`src/rtl/tlu_pkg.sv`:
```
// Shared definitions for the TLU trigger transmitter: FSM encoding, bit-count decode and load ordering.
package tlu_pkg;

  typedef enum logic [2:0] {
    IDLE,
    ASSERT_TRIGGER,
    WAIT_CLOCK,
    SHIFT,
    WAIT_BUSY_LOW,
    DONE
  } tlu_state_t;

  localparam int         TRIGGER_WIDTH          = 32;
  localparam logic [7:0] DEFAULT_TIMEOUT_CYCLES = 8'd100;

  // A zero bit-count field selects the full 32-bit trigger number.
  function automatic logic [5:0] decode_bits(input logic [4:0] field);
    return (field == 5'd0) ? 6'd32 : {1'b0, field};
  endfunction

  // The shift register always emits bit 31 first, so both orders are
  // pre-arranged here; bits above N are masked so the tail shifts out zeros.
  function automatic logic [31:0] load_shift(input logic [31:0] num,
                                             input logic [5:0]  nbits,
                                             input logic        msb_first);
    logic [31:0] mask;
    logic [31:0] masked;
    logic [31:0] rev;
    mask   = (nbits >= 6'd32) ? 32'hFFFF_FFFF : ((32'd1 << nbits) - 32'd1);
    masked = num & mask;
    for (int i = 0; i < 32; i++) begin
      rev[i] = masked[31-i];
    end
    return msb_first ? (masked << (6'd32 - nbits)) : rev;
  endfunction

endpackage

```
`src/rtl/tlu_edge_detect.sv`:
```
// Registered 0->1 detector; the pulse trails the input edge by one CLK cycle.
// No backpressure: a single-cycle pulse per rising edge, never held.
module tlu_edge_detect (
  input  logic CLK,
  input  logic RESET,
  input  logic sig,
  output logic rise
);

  logic sig_d;

  always_ff @(posedge CLK or posedge RESET) begin
    if (RESET) begin
      sig_d <= 1'b0;
      rise  <= 1'b0;
    end else begin
      sig_d <= sig;
      rise  <= sig & ~sig_d;
    end
  end

endmodule

```
`src/rtl/tlu_trigger_transmitter_fsm.sv`:
```
// TLU-side trigger/handshake transmitter: raise trigger, wait BUSY, serialise counter on TLU_CLOCK rises.
// Latency: trigger 1 cycle after request, data bit 2 cycles after TLU_CLOCK rise; requests while busy are dropped.
module tlu_trigger_transmitter_fsm
  import tlu_pkg::*;
#(
  parameter int TIMEOUT_WIDTH = 8
) (
  input  logic                     CLK,
  input  logic                     RESET,
  input  logic                     TRIGGER_REQUEST,
  input  logic [4:0]               TRIGGER_NUMBER_BITS,
  input  logic                     DATA_MSB_FIRST,
  input  logic [TIMEOUT_WIDTH-1:0] TIMEOUT_CYCLES,
  input  logic                     COUNTER_RESET,
  input  logic                     TLU_BUSY,
  input  logic                     TLU_CLOCK,
  output logic                     TLU_TRIGGER,
  output logic [31:0]              TRIGGER_NUMBER,
  output logic                     TRIGGER_ACCEPTED_FLAG,
  output logic                     TRIGGER_DROPPED_FLAG,
  output logic                     TIMEOUT_FLAG
);

  tlu_state_t state_q, state_n;

  logic                     clk_rise;
  logic [31:0]              trig_cnt_q, trig_cnt_n;
  logic [31:0]              shift_q, shift_n;
  logic [5:0]               bit_cnt_q, bit_cnt_n;
  logic [5:0]               nbits_q, nbits_n;
  logic [TIMEOUT_WIDTH-1:0] to_cnt_q, to_cnt_n, to_cnt_inc;
  logic                     trig_n, acc_n, drop_n, to_n;

  tlu_edge_detect u_clk_edge (
    .CLK   (CLK),
    .RESET (RESET),
    .sig   (TLU_CLOCK),
    .rise  (clk_rise)
  );

  assign TRIGGER_NUMBER = trig_cnt_q;
  assign to_cnt_inc     = to_cnt_q + 1'b1;

  always_ff @(posedge CLK or posedge RESET) begin
    if (RESET) begin
      state_q <= IDLE;
    end else begin
      state_q <= state_n;
    end
  end

  always_comb begin
    state_n   = state_q;
    shift_n   = shift_q;
    bit_cnt_n = bit_cnt_q;
    nbits_n   = nbits_q;
    to_cnt_n  = to_cnt_q;
    trig_n    = 1'b0;
    acc_n     = 1'b0;
    drop_n    = 1'b0;
    to_n      = 1'b0;

    case (state_q)
      IDLE: begin
        to_cnt_n = '0;
        if (TRIGGER_REQUEST) begin
          if (!TLU_BUSY) begin
            state_n   = ASSERT_TRIGGER;
            trig_n    = 1'b1;
            nbits_n   = decode_bits(TRIGGER_NUMBER_BITS);
            bit_cnt_n = '0;
          end else begin
            drop_n = 1'b1;
          end
        end
      end

      ASSERT_TRIGGER: begin
        trig_n   = 1'b1;
        to_cnt_n = to_cnt_inc;
        // BUSY acknowledge wins over a timeout expiring in the same cycle.
        if (TLU_BUSY) begin
          shift_n = load_shift(trig_cnt_q, nbits_q, DATA_MSB_FIRST);
          state_n = WAIT_CLOCK;
          trig_n  = 1'b0;
        end else if ((TIMEOUT_CYCLES != '0) && (to_cnt_inc == TIMEOUT_CYCLES)) begin
          state_n = IDLE;
          trig_n  = 1'b0;
          to_n    = 1'b1;
        end
      end

      WAIT_CLOCK: begin
        if (clk_rise) begin
          trig_n    = shift_q[31];
          shift_n   = shift_q << 1;
          bit_cnt_n = 6'd1;
          state_n   = SHIFT;
        end
      end

      SHIFT: begin
        trig_n = TLU_TRIGGER;
        if (!TLU_BUSY) begin
          state_n = DONE;
          trig_n  = 1'b0;
        end else if (clk_rise) begin
          if (bit_cnt_q == nbits_q) begin
            trig_n  = 1'b0;
            state_n = WAIT_BUSY_LOW;
          end else begin
            trig_n    = shift_q[31];
            shift_n   = shift_q << 1;
            bit_cnt_n = bit_cnt_q + 6'd1;
          end
        end
      end

      WAIT_BUSY_LOW: begin
        if (!TLU_BUSY) begin
          state_n = DONE;
        end
      end

      DONE: begin
        acc_n   = 1'b1;
        state_n = IDLE;
      end

      default: begin
        state_n = IDLE;
      end
    endcase

    if (TRIGGER_REQUEST && (state_q != IDLE)) begin
      drop_n = 1'b1;
    end

    // The transmitted value was latched at load time, so a clear here only
    // affects the counter, never the bits already in flight.
    if (COUNTER_RESET) begin
      trig_cnt_n = '0;
    end else if (state_q == DONE) begin
      trig_cnt_n = trig_cnt_q + 32'd1;
    end else begin
      trig_cnt_n = trig_cnt_q;
    end
  end

  always_ff @(posedge CLK or posedge RESET) begin
    if (RESET) begin
      trig_cnt_q            <= '0;
      shift_q               <= '0;
      bit_cnt_q             <= '0;
      nbits_q               <= '0;
      to_cnt_q              <= '0;
      TLU_TRIGGER           <= 1'b0;
      TRIGGER_ACCEPTED_FLAG <= 1'b0;
      TRIGGER_DROPPED_FLAG  <= 1'b0;
      TIMEOUT_FLAG          <= 1'b0;
    end else begin
      trig_cnt_q            <= trig_cnt_n;
      shift_q               <= shift_n;
      bit_cnt_q             <= bit_cnt_n;
      nbits_q               <= nbits_n;
      to_cnt_q              <= to_cnt_n;
      TLU_TRIGGER           <= trig_n;
      TRIGGER_ACCEPTED_FLAG <= acc_n;
      TRIGGER_DROPPED_FLAG  <= drop_n;
      TIMEOUT_FLAG          <= to_n;
    end
  end

endmodule

```
`config.mk`:
```
export PLATFORM = sky130hd
export DESIGN_NAME = tlu_trigger_transmitter_fsm
export DESIGN_NICKNAME = d
export VERILOG_FILES = /design/src/rtl/tlu_pkg.sv /design/src/rtl/tlu_edge_detect.sv /design/src/rtl/tlu_trigger_transmitter_fsm.sv
export SDC_FILE = /design/constraint.sdc
export NUM_CORES = 1
export LEC_CHECK = 0
export ABC_AREA = 1
export CELL_PAD_IN_SITES_DETAIL_PLACEMENT = 0
export CELL_PAD_IN_SITES_GLOBAL_PLACEMENT = 1
export CORE_AREA = 2 2 145 147
export CTS_CLUSTER_DIAMETER = 200
export DETAILED_ROUTE_END_ITERATION = 8
export DIE_AREA = 0 0 147 149
export PLACE_DENSITY_LB_ADDON = 0.1
export SYNTH_ARGS = -nofsm -noshare
export SYNTH_HDL_FRONTEND = slang
export SYNTH_SLANG_ARGS = --single-unit
```
`constraint.sdc`:
```
create_clock -name CLK -period 3.8 [get_ports CLK]
set_clock_uncertainty 0.15 [all_clocks]
set_input_delay 0.38 -clock CLK [delete_from_list [all_inputs] [get_ports CLK]]
set_output_delay 0.38 -clock CLK [all_outputs]
set_load 0.02 [all_outputs]
```
== Word-level counts from Yosys, hierarchy flattened ==
Cells that the tools add are included.

* Bits in registers: 93
* Input port bits: 20
* Word-level logic and storage cells: 102

* Add/sub/neg operators: 5
* Order comparisons: 1
* Equality and inequality tests: 18
* Shift-type cells: 2
* Mux-type cells: 46
* Bitwise gates (word level): 4
* Reduce and logical (&&, ||, !) cells: 14

{| class="wikitable"
|+ Operators with widths
! operator !! number
|-
| two-way mux 32 bit || 9
|-
| case mux 32 bit (3 select lines) || 1
|-
| two-way mux 6 bit || 7
|-
| adder 32 x 1 -> 32 bit (second input constant) || 1
|-
| bitwise AND 32 bit || 1
|-
| << shifter 1 x 6 -> 32 bit (first input constant) || 1
|-
| << shifter 32 x 6 -> 32 bit || 1
|-
| subtractor 32 x 1 -> 32 bit (second input constant) || 1
|-
| two-way mux 3 bit || 9
|-
| case mux 6 bit (3 select lines) || 1
|-
| two-way mux 1 bit || 16
|-
| case mux 8 bit (2 select lines) || 1
|-
| case mux 3 bit (5 select lines) || 1
|-
| AND reduction 7 bit || 2
|-
| inequality test 2 bit (second input constant) || 6
|-
| nonzero test 3 bit || 3
|-
| adder 8 x 1 -> 8 bit (second input constant) || 1
|-
| equality test 8 bit || 1
|-
| nonzero test 8 bit || 1
|-
| adder 6 x 1 -> 6 bit (second input constant) || 1
|-
| equality test 3 x 2 -> 1 bit (second input constant) || 2
|-
| equality test 3 bit (second input constant) || 2
|-
| equality test 6 bit || 1
|-
| greater-or-equal comparator 6 bit (second input constant) || 1
|-
| 14 further kinds || 19
|}

== Logic depth before layout (Yosys ltp) ==
* Depth in word-level cells: 8
* Gate-level depth with buffers: 27
* Mapped depth without buffers: 24

== Modules after synthesis ==
Synthesis repeated with hierarchy kept, for this count alone.

* Cell total of the unflattened synthesis: 1410
* Area, all modules: 8436.8 µm²

{| class="wikitable"
|+ Modules (own cells, without submodules)
! module !! times used !! cells an instance !! area each (µm²) !! sequential area each (µm²)
|-
| tlu_trigger_transmitter_fsm || 1 || 1405 || 8373.0 || 2277.2
|-
| tlu_edge_detect || 1 || 5 || 63.8 || 50.0
|}

== Least setup slack after synthesis ==
No wires, ideal clock.

* Kind: register to register
* Start point: reg nbits_q[0]
* End point: reg shift_q[30]
* Setup time: 0.116 ns
* Arrival time: 2.766 ns
* Path slack: 0.767 ns
* Cell stages (with the launch flop): 27
* Path buffers: 3
* Period minus slack after synthesis: 3.033 ns
* Path through: dfrtp_1 -> buf_2 -> inv_2 -> buf_4 -> buf_2 -> ha_1 -> ha_1 -> nand2_1 -> inv_1 -> nand2_1 -> nand2_2 -> nor2_8 -> nand3_4 -> nand2_1 -> nand2_1 -> nand2_1 -> nand2_1 -> nand3_1 -> nand3_2 -> nand3_1 -> nand3_1 -> nand2_1 -> clkinv_1 -> nand2_1 -> nand2_1 -> nand2_1 -> nand2_1

* Longest elaborated chain between the ends: 8
* Elaborated cells between the ends (all ways): 13
* Those cells by class: add/sub (2); order compare (1); eq/ne (2); shift (2); mux (4); bitwise (1); reduce/logical (1)

{| class="wikitable"
|+ Ends and longest elaborated chain
! item !! line !! RTL
|-
| start: declaration || tlu_trigger_transmitter_fsm.sv:30 || <nowiki>logic [5:0] nbits_q, nbits_n;</nowiki>
|-
| start signal: assignment || tlu_trigger_transmitter_fsm.sv:165 || <nowiki>nbits_q <= nbits_n;</nowiki>
|-
| << shifter 1 x 6 -> 32 bit || tlu_pkg.sv:29 || <nowiki>mask = (nbits >= 6'd32) ? 32'hFFFF_FFFF : ((32'd1 << nbits) - 32'd1);</nowiki>
|-
| subtractor 32 x 1 -> 32 bit || tlu_pkg.sv:29 ||
|-
| two-way mux 32 bit || tlu_pkg.sv:29 ||
|-
| bitwise AND 32 bit || tlu_pkg.sv:30 || <nowiki>masked = num & mask;</nowiki>
|-
| << shifter 32 x 6 -> 32 bit || tlu_pkg.sv:34 || <nowiki>return msb_first ? (masked << (6'd32 - nbits)) : rev;</nowiki>
|-
| two-way mux 32 bit || tlu_pkg.sv:34 ||
|-
| two-way mux 32 bit || tlu_trigger_transmitter_fsm.sv:82 || <nowiki>if (TLU_BUSY) begin</nowiki>
|-
| case mux 32 bit (3 select lines) || tlu_trigger_transmitter_fsm.sv:63 || <nowiki>case (state_q)</nowiki>
|-
| end signal: assignment || tlu_trigger_transmitter_fsm.sv:163 || <nowiki>shift_q <= shift_n;</nowiki>
|-
| end: declaration || tlu_trigger_transmitter_fsm.sv:28 || <nowiki>logic [31:0] shift_q, shift_n;</nowiki>
|}

Several ways; a longest one is shown, not always the timed one. The select of a mux whose other input is x is not followed.
A chain may end at the register's enable or synchronous reset.

== Worst setup path in the final report ==
* Start point: reg nbits_q[1]
* End point: reg shift_q[5]

The elaborated chain is that of the path after synthesis.

==> metrics.txt <==
# TYPE chip_impl_metric gauge
chip_impl_metric{name="cellInternalPower",unit="uW"} 3390
chip_impl_metric{name="final_antenna_net_count",unit=""} 0
chip_impl_metric{name="ir_drop",unit="uV"} 369
chip_impl_metric{name="ys_warnings",unit=""} 0
chip_impl_metric{name="grt_pass1_wl",unit="um"} 52000
chip_impl_metric{name="die_w",unit="um"} 147
chip_impl_metric{name="synth-seq-cells",unit=""} 93
chip_impl_metric{name="post_drt_via_cell_ratio",unit=""} 5.55
chip_impl_info{name="yosysTopAreaCell",value="dfrtp_1"} 1
chip_impl_metric{name="n_antenna_cell",unit=""} 0
chip_impl_metric{name="maximum_number_of_pins_on_one_net_before_global_route_repair",unit=""} 82
chip_impl_metric{name="cts.path.max_buffers",unit=""} 2
chip_impl_info{name="timing_worst_setup_path_type",value="reg -> reg"} 1
chip_impl_metric{name="flow.area_growth_from_synthesis",unit="%"} 13.5
chip_impl_metric{name="initial_antenna_violation_count",unit=""} 0
chip_impl_metric{name="buffer_ports.inserted",unit=""} 55
chip_impl_metric{name="globalRouteTotalUtil",unit="%"} 30.7
chip_impl_metric{name="drcViolationCount",unit=""} 0
chip_impl_metric{name="setup_failing_eps_final",unit=""} 0
chip_impl_metric{name="fraction_of_layout_cells_with_a_size_suffix_above_1",unit="%"} 8.76
chip_impl_metric{name="dp_cells",unit=""} 1720
chip_impl_metric{name="finalHoldViolations",unit=""} 0
chip_impl_metric{name="worst-endpoint-required",unit="ps"} 3930
chip_impl_metric{name="fp.coreArea",unit="um2"} 20600
chip_impl_metric{name="power_per_cell_area",unit="nW/um2"} 800
chip_impl_metric{name="timing.fmax",unit="MHz"} 304
chip_impl_info{name="critPathSlowestCell",value="o21ai_0"} 1
chip_impl_metric{name="seq_area_frac_synth",unit="%"} 26.9
chip_impl_metric{name="place_congestion",unit=""} 0.991
chip_impl_metric{name="synth_top_area_share",unit="%"} 26.9
chip_impl_info{name="synth_most_common_cell",value="nand2_1"} 1
chip_impl_metric{name="sw_frac_of_total",unit="%"} 56.9
chip_impl_metric{name="power.net_switching",unit="uW"} 4470
chip_impl_metric{name="synth_area_per_cell",unit="um2"} 6.09
chip_impl_metric{name="post_cts_hold_buffer_count",unit=""} 0
chip_impl_metric{name="clk_transition_reported_paths",unit="ps"} 70
chip_impl_metric{name="dr_vias",unit=""} 9638
chip_impl_metric{name="count_of_pins_over_their_slew_limit",unit=""} 0
chip_impl_metric{name="fin_crit_sh",unit="%"} 86.7
chip_impl_metric{name="drt-wirelength-per-cell",unit="um"} 19.0
chip_impl_info{name="tritoncts",value="built"} 1
chip_impl_metric{name="vias_in_the_first_global_route",unit=""} 9176
chip_impl_metric{name="finalCriticalPeriod",unit="ps"} 3290
chip_impl_metric{name="dpl.hpwl",unit="um"} 25500
chip_impl_info{name="worstSetupStartpointType",value="flop"} 1
chip_impl_metric{name="layout.nets",unit=""} 1485
chip_impl_metric{name="worst_slew_margin_rel",unit="%"} 29.9
chip_impl_metric{name="clockPowerShare",unit="%"} 13.6
chip_impl_metric{name="critical_path.max_stage_delay",unit="ps"} 470
chip_impl_metric{name="syn_inst",unit=""} 1420
chip_impl_metric{name="grt_overflow",unit=""} 0
chip_impl_metric{name="postRouteWirelength",unit="um"} 32900
chip_impl_metric{name="cellLeakagePower",unit="uW"} 0.00487
chip_impl_info{name="unrepaired_setup_endpoints_after_global_routing",value="no"} 1
chip_impl_metric{name="cts.sink_count",unit=""} 93
chip_impl_metric{name="start_util",unit="%"} 42.1
chip_impl_metric{name="floorplan.die.height",unit="um"} 149
chip_impl_metric{name="worstSkewPairLatency",unit="ps"} 360
chip_impl_info{name="path_common_cell",value="nand2_1"} 1
chip_impl_metric{name="rows",unit=""} 53
chip_impl_metric{name="detail_route.iter0.violations",unit=""} 902
chip_impl_metric{name="fin_area",unit="um2"} 9820
chip_impl_metric{name="synthDistinctLibCells",unit=""} 50
chip_impl_metric{name="critPathBufInv",unit=""} 2
chip_impl_metric{name="ctsResizeCount",unit=""} 0
chip_impl_info{name="cpLargestDelayFamily",value="compound AO/OA/AOI/OAI gates"} 1
chip_impl_metric{name="edff_count_synth",unit=""} 0
chip_impl_info{name="worstSetupEndpointType",value="flop"} 1
chip_impl_metric{name="placedInstanceArea",unit="um2"} 9480
chip_impl_metric{name="die_area",unit="um2"} 21900
chip_impl_info{name="yosys-top-cells-count",value="416 x nand2_1, 220 x nand3_1, 143 x nor2_1"} 1
chip_impl_metric{name="cts_post_setup_buffers_inserted",unit=""} 0
chip_impl_metric{name="drv.max_cap_violation_count",unit=""} 0
chip_impl_metric{name="max_slew.worst_pin.slew",unit="ps"} 1050
chip_impl_info{name="holdCritPathClass",value="reg -> reg"} 1
chip_impl_info{name="cts_root_buf",value="clkbuf_16"} 1
chip_impl_metric{name="first_pass_iters",unit=""} 6
chip_impl_metric{name="sequential_group_share_of_total_power",unit="%"} 16.9
chip_impl_metric{name="syn_area",unit="um2"} 8650
chip_impl_info{name="synth_flop_cell",value="dfrtp_1"} 1
chip_impl_info{name="status",value="complete, no violations"} 1
chip_impl_info{name="post_synth_main_area_contributors",value="dfrtp_1 27%, nand2_1 18%, nand3_1 13%"} 1
chip_impl_info{name="crit_chain",value="inv_1 -> ha_1 -> ha_1 -> nand2_1 -> inv_1 -> nand2_1 -> o21ai_0 -> a31oi_1 -> nor2_1 -> nand2_1 -> nand2_1 -> nand2_1 -> o221ai_1 -> nand2_1 -> o21ai_1"} 1
chip_impl_metric{name="async_reset_ff_share",unit="%"} 100
chip_impl_metric{name="combPwrFrac",unit="%"} 69.5
chip_impl_metric{name="io_pins",unit=""} 56
chip_impl_metric{name="cts-buffers-inserted",unit=""} 9
chip_impl_metric{name="cp_data_arrival_time",unit="ps"} 3430
chip_impl_metric{name="syn_nets",unit=""} 1449
chip_impl_metric{name="fin_tns_setup",unit="ps"} 0
chip_impl_metric{name="cp_max_fo",unit=""} 5
chip_impl_metric{name="final_cell_count_no_fill",unit=""} 1736
chip_impl_metric{name="htree_num_levels",unit=""} 3
-- power by group through the flow --
| stage | clock (uW) | combinational [uW] | sequential [uW] |
|---|---|---|---|
| finish | 1070 | 5460 | 1330 |
| global placement | 0 | 5390 | 1340 |
| global route | 1120 | 6060 | 1350 |
| detailed placement | 0 | 5370 | 1340 |
| CTS | 1090 | 5390 | 1330 |
| floorplan | 0 | 3930 | 1330 |
-- state kept, by name, summed over array words and instances, names as in the netlist --
signal and cells:
nbits_q 6, TRIGGER_NUMBER 32, bit_cnt_q 6, shift_q 32
TRIGGER_ACCEPTED_FLAG 1, TRIGGER_DROPPED_FLAG 1, TIMEOUT_FLAG 1, u_clk_edge.sig_d 1
u_clk_edge.rise 1, TLU_TRIGGER 1, to_cnt_q 8, state_q 3
-- path summary, 6_finish.rpt --
path / cells after the start / slack [ps] / startpoint / to
min: 1 / 250 / u_clk_edge.sig_d / u_clk_edge.rise
max in group asynchronous: 3 / 2210 / RESET / nbits_q[3]
min reg2reg: 1 / 250 / u_clk_edge.sig_d / u_clk_edge.rise
max: 15 / 510 / nbits_q[1] / shift_q[5]
min in group asynchronous: 2 / 490 / RESET / shift_q[20]
max reg2reg: 15 / 510 / nbits_q[1] / shift_q[5]
-- worst register-to-register path, cell delays in order, from the launching register on --
cell and delay, ps:
dfrtp_1 420, inv_1 160, ha_1 220, ha_1 180, nand2_1 80, inv_1 100
nand2_1 90, o21ai_0 470, a31oi_1 180, nor2_1 330, nand2_1 100, nand2_1 130
nand2_1 150, o221ai_1 280, nand2_1 100, o21ai_1 90
-- logic make-up after synthesis --
| group | after synthesis | synth area share [%] |
|---|---|---|
| AOI/OAI and AO/OA | 183 | 12.0 |
| xor gates and xnor gates | 13 | 1.32 |
| adders and majority gates | 9 | 1.30 |
| buffers and inverters | 209 | 10.1 |
| DFF | 93 | 26.9 |
| and+or+nand+nor | 913 | 48.4 |
-- area by class of cell --
cell class,count,area [um2]
Clock inverter,7,115
Clock buffer,9,225
Tap cell,275,344
Fill cell,2293,10700
Multi-Input combinational cell,1118,5460
Inverter,148,561
Timing Repair Buffer,86,783
Sequential cell,93,2330
-- stage by stage --
| step | hold slack [ps] | utilization, % | power (uW) | setup WS, ps |
|---|---|---|---|---|
| after floorplan | 226 | - | 5260 | 767 |
| after global placement | 230 | 46.1 | 6740 | 630 |
| after detailed placement | 238 | 46.1 | 6720 | 582 |
| after CTS | 248 | 47.8 | 7800 | 574 |
| after global routing | 256 | 47.8 | 8540 | 262 |
| final | 248 | 47.8 | 7860 | 507 |
-- per-layer routing --
metal | global-route usage (%) | share of wire (%) | wire length [um] | vias to the layer above
met2 | 49.9 | 45 | 15000 | 345
met3 | 5.35 | 6.5 | 2140 | 59
met4 | 10.9 | 3.3 | 1070 | 0
met5 | 0 | 0 | 0 | -
li1 | - | - | - | 4752
met1 | 41.4 | 45 | 14700 | 4482
-- cell usage in the layout, fill, tap and decap left out, types with 3 or more instances in the layout --
cell type / count
a21oi_1: 57
nor3_1: 35
nand3_2: 19
inv_2: 10
nand3_4: 3
buf_4: 31
nand3b_1: 3
o221ai_1: 6
o21bai_1: 3
xor2_1: 10
clkdlybuf4s50_1: 55
o21ai_1: 17
nand2_2: 16
ha_1: 9
dfrtp_1: 93
o211ai_1: 6
o21ai_0: 65
a211oi_1: 3
clkbuf_16: 9
o22ai_1: 9
nor4_1: 11
nor2_1: 143
nand2_1: 416
nor2_2: 12
nand4_1: 15
nor2_4: 8
nand2_4: 3
a31oi_1: 4
clkinv_1: 4
nand3_1: 220
inv_1: 132
Power figures use the tool's default switching activity.
